--- src/rtl/apu_frame_sequencer_if.sv ---
// Bundles the CPU-side frame counter controls and the channel clock-enable outputs.
interface apu_frame_sequencer_if;
    logic       cpu_clk_en;
    logic       reg_write;
    logic [1:0] reg_data;
    logic       irq_ack;
    logic       quarter_clk_en;
    logic       half_clk_en;
    logic       frame_irq;
    logic       mode;

    modport master (
        output cpu_clk_en, reg_write, reg_data, irq_ack,
        input  quarter_clk_en, half_clk_en, frame_irq, mode
    );

    modport slave (
        input  cpu_clk_en, reg_write, reg_data, irq_ack,
        output quarter_clk_en, half_clk_en, frame_irq, mode
    );
endinterface

--- src/rtl/apu_frame_sequencer.sv ---
// APU $4017 frame counter: quarter/half-frame clock enables in 4- or 5-step mode.
// Frame IRQ logic is built only when APU_FRAME_IRQ_EN is defined.
module apu_frame_sequencer #(
    parameter int unsigned Q1_CYC = 7457,
    parameter int unsigned H1_CYC = 14913,
    parameter int unsigned Q3_CYC = 22371,
    parameter int unsigned S4_CYC = 29829,
    parameter int unsigned S5_CYC = 37281
) (
    input  logic                  clk,
    input  logic                  rst,
    apu_frame_sequencer_if.slave  bus
);
    logic        tick;
    logic [15:0] cyc_q, cyc_d;
    logic        parity_q, parity_d;
    logic        mode_q, mode_d;
    logic        rst_pend_q, rst_pend_d;
    logic [2:0]  rst_dly_q, rst_dly_d;
    logic        quarter_q, quarter_d;
    logic        half_q, half_d;
    logic        at_q1, at_h1, at_q3, at_s4, at_s5, at_end, force_rst;

    assign tick   = bus.cpu_clk_en;
    assign at_q1  = (cyc_q == 16'(Q1_CYC));
    assign at_h1  = (cyc_q == 16'(H1_CYC));
    assign at_q3  = (cyc_q == 16'(Q3_CYC));
    assign at_s4  = (cyc_q == 16'(S4_CYC));
    assign at_s5  = (cyc_q == 16'(S5_CYC));
    assign at_end = mode_q ? at_s5 : at_s4;
    // A new write restarts the delay, so it suppresses a countdown landing on the same tick.
    assign force_rst = tick && rst_pend_q && !bus.reg_write && (rst_dly_q == 3'd1);

    always_comb begin
        cyc_d      = cyc_q;
        parity_d   = parity_q;
        mode_d     = mode_q;
        rst_pend_d = rst_pend_q;
        rst_dly_d  = rst_dly_q;
        quarter_d  = 1'b0;
        half_d     = 1'b0;
        if (tick) begin
            parity_d  = ~parity_q;
            cyc_d     = at_end ? 16'd0 : cyc_q + 16'd1;
            quarter_d = at_q1 | at_h1 | at_q3 | at_end;
            half_d    = at_h1 | at_end;
            if (bus.reg_write) begin
                mode_d     = bus.reg_data[1];
                rst_pend_d = 1'b1;
                rst_dly_d  = parity_q ? 3'd4 : 3'd3;
            end else if (rst_pend_q) begin
                rst_dly_d = rst_dly_q - 3'd1;
                if (force_rst) begin
                    cyc_d      = 16'd0;
                    rst_pend_d = 1'b0;
                    quarter_d  = mode_q;
                    half_d     = mode_q;
                end
            end
        end
    end

    always_ff @(posedge clk) begin
        if (rst) begin
            cyc_q      <= 16'd0;
            parity_q   <= 1'b0;
            mode_q     <= 1'b0;
            rst_pend_q <= 1'b0;
            rst_dly_q  <= 3'd0;
            quarter_q  <= 1'b0;
            half_q     <= 1'b0;
        end else begin
            cyc_q      <= cyc_d;
            parity_q   <= parity_d;
            mode_q     <= mode_d;
            rst_pend_q <= rst_pend_d;
            rst_dly_q  <= rst_dly_d;
            quarter_q  <= quarter_d;
            half_q     <= half_d;
        end
    end

    assign bus.quarter_clk_en = quarter_q;
    assign bus.half_clk_en    = half_q;
    assign bus.mode           = mode_q;

`ifdef APU_FRAME_IRQ_EN
    logic inhibit_q, inhibit_d;
    logic irq_q, irq_d;
    logic irq_tail_q, irq_tail_d;
    logic irq_set;

    // irq_tail carries the third set into the first tick after the 4-step wrap.
    assign irq_set = !mode_q && !inhibit_q &&
                     ((cyc_q == 16'(S4_CYC - 1)) || at_s4 || irq_tail_q);

    always_comb begin
        inhibit_d  = inhibit_q;
        irq_d      = irq_q;
        irq_tail_d = irq_tail_q;
        if (tick) begin
            irq_tail_d = !mode_q && at_s4;
            if (bus.reg_write) begin
                inhibit_d = bus.reg_data[0];
            end
            if (bus.reg_write && bus.reg_data[0]) begin
                irq_d = 1'b0;
            end else if (irq_set) begin
                irq_d = 1'b1;
            end else if (bus.irq_ack) begin
                irq_d = 1'b0;
            end
        end
    end

    always_ff @(posedge clk) begin
        if (rst) begin
            inhibit_q  <= 1'b0;
            irq_q      <= 1'b0;
            irq_tail_q <= 1'b0;
        end else begin
            inhibit_q  <= inhibit_d;
            irq_q      <= irq_d;
            irq_tail_q <= irq_tail_d;
        end
    end

    assign bus.frame_irq = irq_q;
`else
    logic unused_irq_inputs;
    assign unused_irq_inputs = ^{bus.reg_data[0], bus.irq_ack};
    assign bus.frame_irq     = 1'b0;
`endif
endmodule
--- src/flat_wrapper.sv ---
// flat-port wrapper written by rule: the top's interface ports become plain ports
module apu_frame_sequencer_flat 
#(
    parameter int unsigned Q1_CYC = 7457,
    parameter int unsigned H1_CYC = 14913,
    parameter int unsigned Q3_CYC = 22371,
    parameter int unsigned S4_CYC = 29829,
    parameter int unsigned S5_CYC = 37281
)
  (clk, rst, bus_cpu_clk_en, bus_reg_write, bus_reg_data, bus_irq_ack, bus_quarter_clk_en, bus_half_clk_en, bus_frame_irq, bus_mode);
  apu_frame_sequencer_if bus_i ();
  input  logic clk;
  input  logic rst;
  input wire logic [$bits(bus_i.cpu_clk_en)-1:0] bus_cpu_clk_en;
  input wire logic [$bits(bus_i.reg_write)-1:0] bus_reg_write;
  input wire logic [$bits(bus_i.reg_data)-1:0] bus_reg_data;
  input wire logic [$bits(bus_i.irq_ack)-1:0] bus_irq_ack;
  output wire logic [$bits(bus_i.quarter_clk_en)-1:0] bus_quarter_clk_en;
  output wire logic [$bits(bus_i.half_clk_en)-1:0] bus_half_clk_en;
  output wire logic [$bits(bus_i.frame_irq)-1:0] bus_frame_irq;
  output wire logic [$bits(bus_i.mode)-1:0] bus_mode;
  assign bus_i.cpu_clk_en = bus_cpu_clk_en;
  assign bus_i.reg_write = bus_reg_write;
  assign bus_i.reg_data = bus_reg_data;
  assign bus_i.irq_ack = bus_irq_ack;
  assign bus_quarter_clk_en = bus_i.quarter_clk_en;
  assign bus_half_clk_en = bus_i.half_clk_en;
  assign bus_frame_irq = bus_i.frame_irq;
  assign bus_mode = bus_i.mode;
  apu_frame_sequencer #(.Q1_CYC(Q1_CYC), .H1_CYC(H1_CYC), .Q3_CYC(Q3_CYC), .S4_CYC(S4_CYC), .S5_CYC(S5_CYC)) u_core (.clk(clk), .rst(rst), .bus(bus_i));
endmodule
--- config.mk ---
export PLATFORM = sky130hd
export DESIGN_NAME = apu_frame_sequencer_flat
export DESIGN_NICKNAME = d
export VERILOG_FILES = /design/src/rtl/apu_frame_sequencer_if.sv /design/src/rtl/apu_frame_sequencer.sv /design/src/flat_wrapper.sv
export SDC_FILE = /design/constraint.sdc
export NUM_CORES = 1
export LEC_CHECK = 0
export CORE_MARGIN = 1
export CORE_UTILIZATION = 60
export CTS_CLUSTER_SIZE = 8
export DETAILED_ROUTE_END_ITERATION = 8
export DONT_BUFFER_PORTS = 1
export GPL_TIMING_DRIVEN = 0
export PLACE_DENSITY = 0.79
export SETUP_SLACK_MARGIN = 0.05
export SLEW_MARGIN = 10
export SYNTH_ARGS = -nofsm -noshare
export SYNTH_HDL_FRONTEND = slang
export SYNTH_SLANG_ARGS = --single-unit
--- constraint.sdc ---
create_clock -name clk -period 4.2 [get_ports clk]
set_input_delay 0.42 -clock clk [delete_from_list [all_inputs] [get_ports clk]]
set_output_delay 0.42 -clock clk [all_outputs]
set_load 0.01 [all_outputs]
==> run summary <==
Worst EP arrival: 2.24 ns
Post-Layout Cell Count: 211
Least-Margin Pin Slew: 0.8092 ns
number of synthesized flops with an enable pin: 0
maximum capacitance violations: 0
CTS resizes: 0
RSZ-0062 raised after global routing: false
ys async rst share: 0%
Die W: 50.72 um
post-route setup TNS: 0 ns
clock net sink count: 24
sequential area share after synthesis: 33.74%
delay-heaviest family, CP: simple AND/OR/NAND/NOR gates
cell area after synthesis: 1424 sq um
vias in the first global route: 1,221
synth unique cells: 47
Antenna Nets Post-Route: 0
gr ovfl total: 0
routed length per instance: 15.34 um
DR iter-0 viols: 45
Slew HR: 45.94%
vias: 1,370
CTS tree: done
CP endpoint kind: flip-flop
initial antenna violation count: 0
drt total wl: 3237 um
area grow syn2layout: 4.042%
Mapped Nets: 191
most frequent cells in the layout: dfxtp_1 (24), nand2_1 (22), nor2_1 (17)
worst path cell trace: ha_1 -> nand3_1 -> nor4_2 -> nand4_1 -> a211o_1 -> a31oi_1
Skew-Pair Late Insertion Delay: 0.32 ns
Critical Path RT: 4.45 ns
layout cells sized above 1: 7.104%
final instance area: 1481 sq um
worst clock skew: 0.007911 ns
global-route wire length before repair: 5375 um
Die H: 50.72 um
core footprint: 2233 sq um
via-per-instance ratio: 6.493
FILL cells: 198
Final setup viols: 0
multi-input logic area: 868.3 sq um
dpl hpwl: 2378 um
worst-path fanout max: 6
max incr delay on CP: 0.45 ns
clock root cell: clkbuf_4
Seq cells post-synth: 24
status: finished, final reports clean
Layout Nets: 196
I/O Buffers: 0
GR Util All Layers: 27.78%
Worst path slowest cell: dfxtp_1
Sequential Area: 480.5 sq um
GP Congestion: 0.8920
Starting Density: 63.75%
Pleak: 0.4722 nW
Die Footprint: 2572 sq um
synthesized area per cell: 7.910 sq um
Post CTS Setup Buffer Count: 0
Final Hold Vio Count: 0
IO Pins: 11
post-synthesis cell count: 180
crit start category: flip-flop
placed inst area: 1459 sq um
critical path start-end classification: flip-flop to flip-flop
Max Clock Freq: 503.3 MHz
maximum vdd drop: 0.2506 mV
Final min period: 1.987 ns
Site Rows: 17
H-tree depth: 1
Ant. Diodes: 0
DRC viols: 0
Hold WS: 0.1613 ns
Reg clk slew, reported paths: 0.12 ns
largest net degree at the start of global routing: 13
Synth Flop Type: dfxtp_1
placed insts: 208
Hold WC Path Type: input pin to flip-flop
CTS Buffer Depth: 2
Synth Warn #: 0
pins over their slew limit: 0
pwr dens: 254.0 nW/um^2
Total Power: 376.3 uW
total CTS buffers: 3
CTS Hold Bufs: 0
worst path bufs/invs: 0
fin crit share: 47.31%
commonest non-fill, non-tap cell in the layout: dfxtp_1
DRT Pass-1 Iters: 4
==> worst paths after layout <==
| check | from | end | slack [ns] | cells after the start |
|---|---|---|---|---|
| hold / removal | rst | u_core.cyc_q[13] | 0.16 | 1 |
| setup / recovery | u_core.cyc_q[0] | u_core.cyc_q[14] | 2.21 | 6 |
| setup reg to reg | u_core.cyc_q[0] | u_core.cyc_q[14] | 2.21 | 6 |
| hold reg to reg | u_core.rst_pend_q | u_core.rst_pend_q | 0.51 | 2 |
==> kinds of logic (layout without fill, tap and decap cells) <==
family	after synthesis	in the layout	share of synthesized area, %
fa+ha+maj	4	4	3.515
xor+xnor	8	8	4.921
mux	1	1	0.7030
other cells	1	1	0.2634
compound gates	27	27	13.18
flops	24	24	33.74
simple gates	100	100	38.40
buf+inv	15	18	5.272
==> through the flow <==
stage               util, %  setup slack, ns
CTS                   66.33            2.232
global placement      65.32            2.310
detailed placement    65.32            2.271
finish                66.33            2.213
global route          66.33            2.082
floorplan                 -            2.451
==> cell usage after synthesis, types with 2 or more instances <==
cell      instances  area, sq um
a21oi_1          10        50.05
o21ai_0           4        20.02
nor3_1           15        75.07
nor2_1           17        63.81
ha_1              4        50.05
clkbuf_1          5        18.77
nor4_1            4        25.02
xor2_1            2        17.52
or3_1             2        12.51
o21bai_1          2        15.01
and2_1            2        12.51
dfxtp_1          24        480.5
nand2_1          22        82.58
inv_1             6        22.52
nand4_1          10        62.56
nand3b_1          3        22.52
a31oi_1           2        12.51
buf_4             3        22.52
nor3b_1           2        15.01
xnor2_1           6        52.55
nand3_1           9        45.04
==> state kept, by name (all words and copies together), names as in the netlist <==
signal / cells
u_core.cyc_q: 16
u_core.parity_q: 1
u_core.rst_dly_q: 3
u_core.bus.quarter_clk_en: 1
u_core.rst_pend_q: 1
u_core.bus.half_clk_en: 1
u_core.bus.mode: 1
==> metal layers <==
layer / routed length [um] / GRT usage (%) / share of wire [%] / up-vias
met4: 40 / 8.796 / 1.2 / 0
met5: 0 / 0 / 0 / -
met3: 238 / 6.970 / 7.4 / 8
met2: 1505 / 46.44 / 46 / 59
li1: - / - / - / 654
met1: 1452 / 34.69 / 45 / 649
==> report_power, final <==
part           leakage, nW  total, mW  internal [mW]  switching (mW)
Sequential           0.195      0.242          0.234         0.00745
Combinational        0.264     0.0338         0.0134          0.0203
Clock               0.0138      0.101         0.0336          0.0673
==> cell type report <==
type	count	share of cell area [%]
plain buffers	9	3.547
clock buffers	3	1.520
inverters	6	1.520
multi-input cells	141	58.61
flip-flops and latches	24	32.43
well taps	28	2.365
(Power assumes the default switching activity.)
